`src/rtl/uart_tx_pkg.sv`:
```
// Shared types and line-level constants for the UART transmit path.
// Imported by the frame controller and its serializer.
package uart_tx_pkg;

   typedef enum logic [2:0] {
      IDLE   = 3'd0,
      START  = 3'd1,
      DATA   = 3'd2,
      PARITY = 3'd3,
      STOP   = 3'd4
   } tx_state_e;

   localparam logic START_BIT  = 1'b0;
   localparam logic STOP_BIT   = 1'b1;
   localparam logic IDLE_LEVEL = 1'b1;

   // A one-bit word still needs a one-bit counter.
   function automatic int cnt_width(input int width);
      return (width > 1) ? $clog2(width) : 1;
   endfunction

endpackage

```
`src/rtl/uart_tx_serializer.sv`:
```
// Load/shift register and bit counter for the UART transmitter.
// bit_out is the next data bit to drive; last_bit flags the final data bit.
module uart_tx_serializer
   import uart_tx_pkg::*;
#(
   parameter int DATA_WIDTH = 8
) (
   input  logic                  clk,
   input  logic                  rst,
   input  logic                  load,
   input  logic                  shift,
   input  logic                  clr,
   input  logic [DATA_WIDTH-1:0] p_data,
   output logic                  bit_out,
   output logic                  last_bit
);

   localparam int            CW   = cnt_width(DATA_WIDTH);
   localparam logic [CW-1:0] LAST = CW'(DATA_WIDTH - 1);

   logic [DATA_WIDTH-1:0] shreg;
   logic [CW-1:0]         cnt;

   // Shift register and counter; the counter saturates at LAST so it never wraps.
   always_ff @(posedge clk) begin
      if (rst) begin
         shreg <= '0;
         cnt   <= '0;
      end else if (load) begin
         shreg <= p_data;
         cnt   <= '0;
      end else begin
         if (shift) begin
            shreg <= shreg >> 1'b1;
         end else begin
            shreg <= shreg;
         end
         if (clr) begin
            cnt <= '0;
         end else if (shift && (cnt != LAST)) begin
            cnt <= cnt + CW'(1);
         end else begin
            cnt <= cnt;
         end
      end
   end

   assign bit_out  = shreg[0];
   assign last_bit = (cnt == LAST);

endmodule

```
`src/rtl/uart_tx_ctrl.sv`:
```
// UART transmit frame controller: start bit, LSB-first data, optional parity,
// STOP_BITS stop bits. Every output is registered and reflects the line bit now on the wire.
module uart_tx_ctrl
   import uart_tx_pkg::*;
#(
   parameter int DATA_WIDTH = 8,
   parameter int STOP_BITS  = 1
) (
   input  logic                  clk,
   input  logic                  rst,
   input  logic [DATA_WIDTH-1:0] p_data,
   input  logic                  data_valid,
   input  logic                  par_en,
   input  logic                  par_bit,
   output logic                  tx_out,
   output logic                  busy
);

   localparam logic [1:0] STOP_LAST = 2'(STOP_BITS - 1);

   tx_state_e  state;
   logic       par_en_q;
   logic [1:0] stop_cnt;
   logic       load;
   logic       shift;
   logic       clr;
   logic       bit_out;
   logic       last_bit;

   uart_tx_serializer #(
      .DATA_WIDTH(DATA_WIDTH)
   ) u_serializer (
      .clk      (clk),
      .rst      (rst),
      .load     (load),
      .shift    (shift),
      .clr      (clr),
      .p_data   (p_data),
      .bit_out  (bit_out),
      .last_bit (last_bit)
   );

   // Leaving START puts bit 0 on the line, so the first shift and the counter clear coincide.
   always_comb begin
      load  = (state == IDLE) && data_valid;
      shift = (state == START) || ((state == DATA) && !last_bit);
      clr   = (state == START);
   end

   // Frame FSM; each branch registers the line level of the state it enters.
   always_ff @(posedge clk) begin
      if (rst) begin
         state    <= IDLE;
         tx_out   <= IDLE_LEVEL;
         busy     <= 1'b0;
         par_en_q <= 1'b0;
         stop_cnt <= 2'd0;
      end else begin
         case (state)
            IDLE: begin
               if (data_valid) begin
                  state    <= START;
                  tx_out   <= START_BIT;
                  busy     <= 1'b1;
                  par_en_q <= par_en;
               end else begin
                  tx_out <= IDLE_LEVEL;
                  busy   <= 1'b0;
               end
            end
            START: begin
               state  <= DATA;
               tx_out <= bit_out;
            end
            DATA: begin
               if (last_bit) begin
                  if (par_en_q) begin
                     state  <= PARITY;
                     tx_out <= par_bit;
                  end else begin
                     state    <= STOP;
                     tx_out   <= STOP_BIT;
                     stop_cnt <= 2'd0;
                  end
               end else begin
                  tx_out <= bit_out;
               end
            end
            PARITY: begin
               state    <= STOP;
               tx_out   <= STOP_BIT;
               stop_cnt <= 2'd0;
            end
            STOP: begin
               if (stop_cnt == STOP_LAST) begin
                  state  <= IDLE;
                  tx_out <= IDLE_LEVEL;
                  busy   <= 1'b0;
               end else begin
                  stop_cnt <= stop_cnt + 2'd1;
               end
            end
            default: begin
               state  <= IDLE;
               tx_out <= IDLE_LEVEL;
               busy   <= 1'b0;
            end
         endcase
      end
   end

endmodule

```
`config.mk`:
```
export PLATFORM = sky130hd
export DESIGN_NAME = uart_tx_ctrl
export DESIGN_NICKNAME = d
export VERILOG_FILES = /design/src/rtl/uart_tx_pkg.sv /design/src/rtl/uart_tx_serializer.sv /design/src/rtl/uart_tx_ctrl.sv
export SDC_FILE = /design/constraint.sdc
export NUM_CORES = 1
export LEC_CHECK = 0
export CORE_MARGIN = 4
export CORE_UTILIZATION = 40
export CTS_BUF_LIST = sky130_fd_sc_hd__clkbuf_8
export CTS_CLUSTER_DIAMETER = 30
export DETAILED_ROUTE_END_ITERATION = 10
export PLACE_DENSITY_LB_ADDON = 0.05
export SYNTH_ARGS = -nofsm -noshare
export SYNTH_HDL_FRONTEND = slang
export SYNTH_SLANG_ARGS = --single-unit
```
`constraint.sdc`:
```
create_clock -name clk -period 2.6 [get_ports clk]
set_input_delay 0.26 -clock clk [delete_from_list [all_inputs] [get_ports clk]]
set_output_delay 0.26 -clock clk [all_outputs]
set_load 0.005 [all_outputs]
```
==> results_dict.tcl <==
set metrics [dict create \
    antenna_found_initial 0 \
    hold_ws_ns 0.466 \
    routedWlPerCell_microns 12.1 \
    p_leak_nw 0.469 \
    design_area_sq_mm 0.00124 \
    final_util 0.496 \
    post-cts-setup-buffer-count 0 \
    cp-startpoint "u_serializer.cnt[0]" \
    synth-compound-area-share 0.222 \
    cts_buffer_depth 2 \
    yosysSeqAreaShare 0.362 \
    worstSkewPairLatency_ns 0.25 \
    synthMuxAreaShare 0.106 \
    placed_area_sq_mm 0.00120 \
    hold_buffers 0 \
    overflow 0 \
    cp_max_fo 15 \
    synth_nets 130 \
    setup_viol 0 \
    synth.distinct_cells 34 \
    synth_cells 114 \
    r2r_slack_ns 0.95 \
    finalSetupTns_ns 0 \
    grt_max_degree 16 \
    yosysWarningCount 0 \
    cts_buffers 3 \
    initial_core_util 0.420 \
    yosys.area_share.xor_xnor 0.00834 \
    power_mw 1.27 \
    syn_avg_cell_area_sq_um 9.21 \
    r2r.worst_path.cells 6 \
    synth_top_family_by_area "compound AO/OA/AOI/OAI gates" \
    hold_viol_final 0 \
    r2r-end "u_serializer.shreg[4]" \
    drc 0 \
    period_share 0.635 \
    netlist_area_sq_mm 0.00105 \
    drv_cap 0 \
    crit_arrival_ns 1.83 \
    path_clk_slew_ns 0.07 \
    post_cts_resized 0 \
    whs_path_depth 2 \
    worstMarginPinSlew_ns 0.565 \
    die_w_microns 59.2 \
    p_per_area_mw_per_mm2 1020 \
    crit_path_start_kind "flip-flop" \
    critPathKind "flip-flop to flip-flop" \
    synthAdderAreaFrac 0.0358 \
    drive_above_1_share 0.150 \
    viasPerCell 5.10 \
    fmax_ghz 0.606 \
    routed_wl_microns 1900 \
    drv_slew 0 \
    synth_edf_count 0 \
    cts_sinks 19 \
    async_reset_ff_frac 0 \
    cts-htree-levels 1 \
    io_buffers 14 \
    hold_start "stop_cnt[0]" \
    nets 144 \
    yosys_register_bits 19 \
    rows 18 \
    cts_tree "built" \
    final.min_clock_period_ns 1.65 \
    end_kind "flip-flop" \
    hold_class "flip-flop to flip-flop" \
    dieHeight_microns 59.2 \
    coreArea_sq_mm 0.00250 \
    synth_simple_gate_area_share 0.197 \
    vdd_drop_max_mv 0.474 \
    place_hpwl_microns 1420 \
    synthToLayoutAreaGrowth_pct 18.2 \
    die_area_sq_mm 0.00351 \
    required_ns 2.78 \
    relSlewSlack 0.623 \
    synth_flop_cell "dfxtp_1" \
    first_iter_violations 29 \
    grt_first_pass_wirelength_microns 3230 \
    ios 15 \
    whs_endpoint "stop_cnt[0]" \
    drt_pass1_iterations 4 \
    clock_skew_ns 0.00100 \
    final_antenna_net_count 0 \
    rsz0062_at_grt "no" \
    outcome "finished, final reports clean" \
    grt.total_usage 0.120 \
    cts-root-buf "clkbuf_8" \
    grt_pass1_vias 729 \
    worstReg2RegStart "u_serializer.cnt[0]" \
    vias 800 \
    diodes 0 \
    place_congestion 0.710 \
]
[registers in the layout (all words and copies together) (netlist names)]
signal,cells
busy,1
par_en_q,1
state,3
stop_cnt,2
tx_out,1
u_serializer.cnt,3
u_serializer.shreg,8
[layout by cell type (no fill, tap or decap), types with 2 or more instances in the layout]
cell type        count
nand2_1              7
mux2i_1             10
ha_1                 3
buf_4                2
clkbuf_8             3
o21ai_0              4
inv_1                7
a211oi_2             7
nor2_1              16
nand3_1              2
nor3_1               4
o21bai_1             2
clkdlybuf4s50_1     14
a21oi_1              7
nor2b_1              4
dfxtp_1             19
[synthesized netlist by cell type, types with 2 or more instances]
| cell type | count | area [sq um] |
|---|---|---|
| buf_4 | 3 | 22.5 |
| a211oi_2 | 7 | 87.6 |
| o21ai_0 | 4 | 20.0 |
| inv_1 | 6 | 22.5 |
| nand3_1 | 2 | 10.0 |
| ha_1 | 3 | 37.5 |
| dfxtp_1 | 19 | 380 |
| nor2_1 | 16 | 60.1 |
| mux2i_1 | 10 | 100 |
| nor2b_1 | 4 | 25.0 |
| o21bai_1 | 2 | 15.0 |
| nand2_1 | 7 | 26.3 |
| a21oi_1 | 7 | 35.0 |
| nor3_1 | 4 | 20.0 |
[critical path, cell delays in order, from the launching register on]
cell and delay, ns:
dfxtp_1 0.32, ha_1 0.20, ha_1 0.24, nor2_1 0.24
o2bb2ai_4 0.27, nor2_1 0.10, a211oi_2 0.20
[cells by family (layout without fill, tap and decap cells)]
group,Yosys count,after routing
compound gates,27,27
xor+xnor,1,1
fa+ha+maj,3,3
buf+inv,14,27
flops,19,19
mux,11,11
simple gates,39,39
[worst max path at each step]
stage                             to  slack, ns
6_report       u_serializer.shreg[4]       0.95
2_1_floorplan  u_serializer.shreg[4]       1.05
4_1_cts        u_serializer.shreg[0]       0.94
5_1_grt        u_serializer.shreg[0]       0.74
3_3_place_gp   u_serializer.shreg[0]       0.86
3_5_place_dp   u_serializer.shreg[2]       0.83
[layer usage]
layer | part of all wire | global-route usage | wire, microns
met1 | 0.50 | 0.160 | 942
met2 | 0.43 | 0.184 | 821
met3 | 0.065 | 0.0414 | 124
met4 | 0.0047 | 0.0291 | 9
met5 | 0 | 0 | 0
[stage by stage]
| step | cells | setup WS [ns] |
|---|---|---|
| 5_1_grt | 157 | 0.744 |
| 4_1_cts | 157 | 0.936 |
| 3_5_place_dp | 153 | 0.834 |
| 3_3_place_gp | 153 | 0.863 |
| 2_1_floorplan | 114 | 1.05 |
| 6_report | 157 | 0.949 |
[report_power, final]
group	total, mW	switching (mW)	internal [mW]
Sequential	0.511	0.121	0.390
Combinational	0.559	0.280	0.278
Clock	0.197	0.0918	0.105
[final cells by class]
cell class / instances / area [sq um]
fill: 249 / 1260
multi-input combinational: 81 / 597
sequential: 19 / 380
timing repair buffer: 16 / 155
clock buffer: 3 / 41.3
tap: 30 / 37.5
inverter: 7 / 26.3
clock inverter: 1 / 3.75
(Power assumes the default switching activity.)
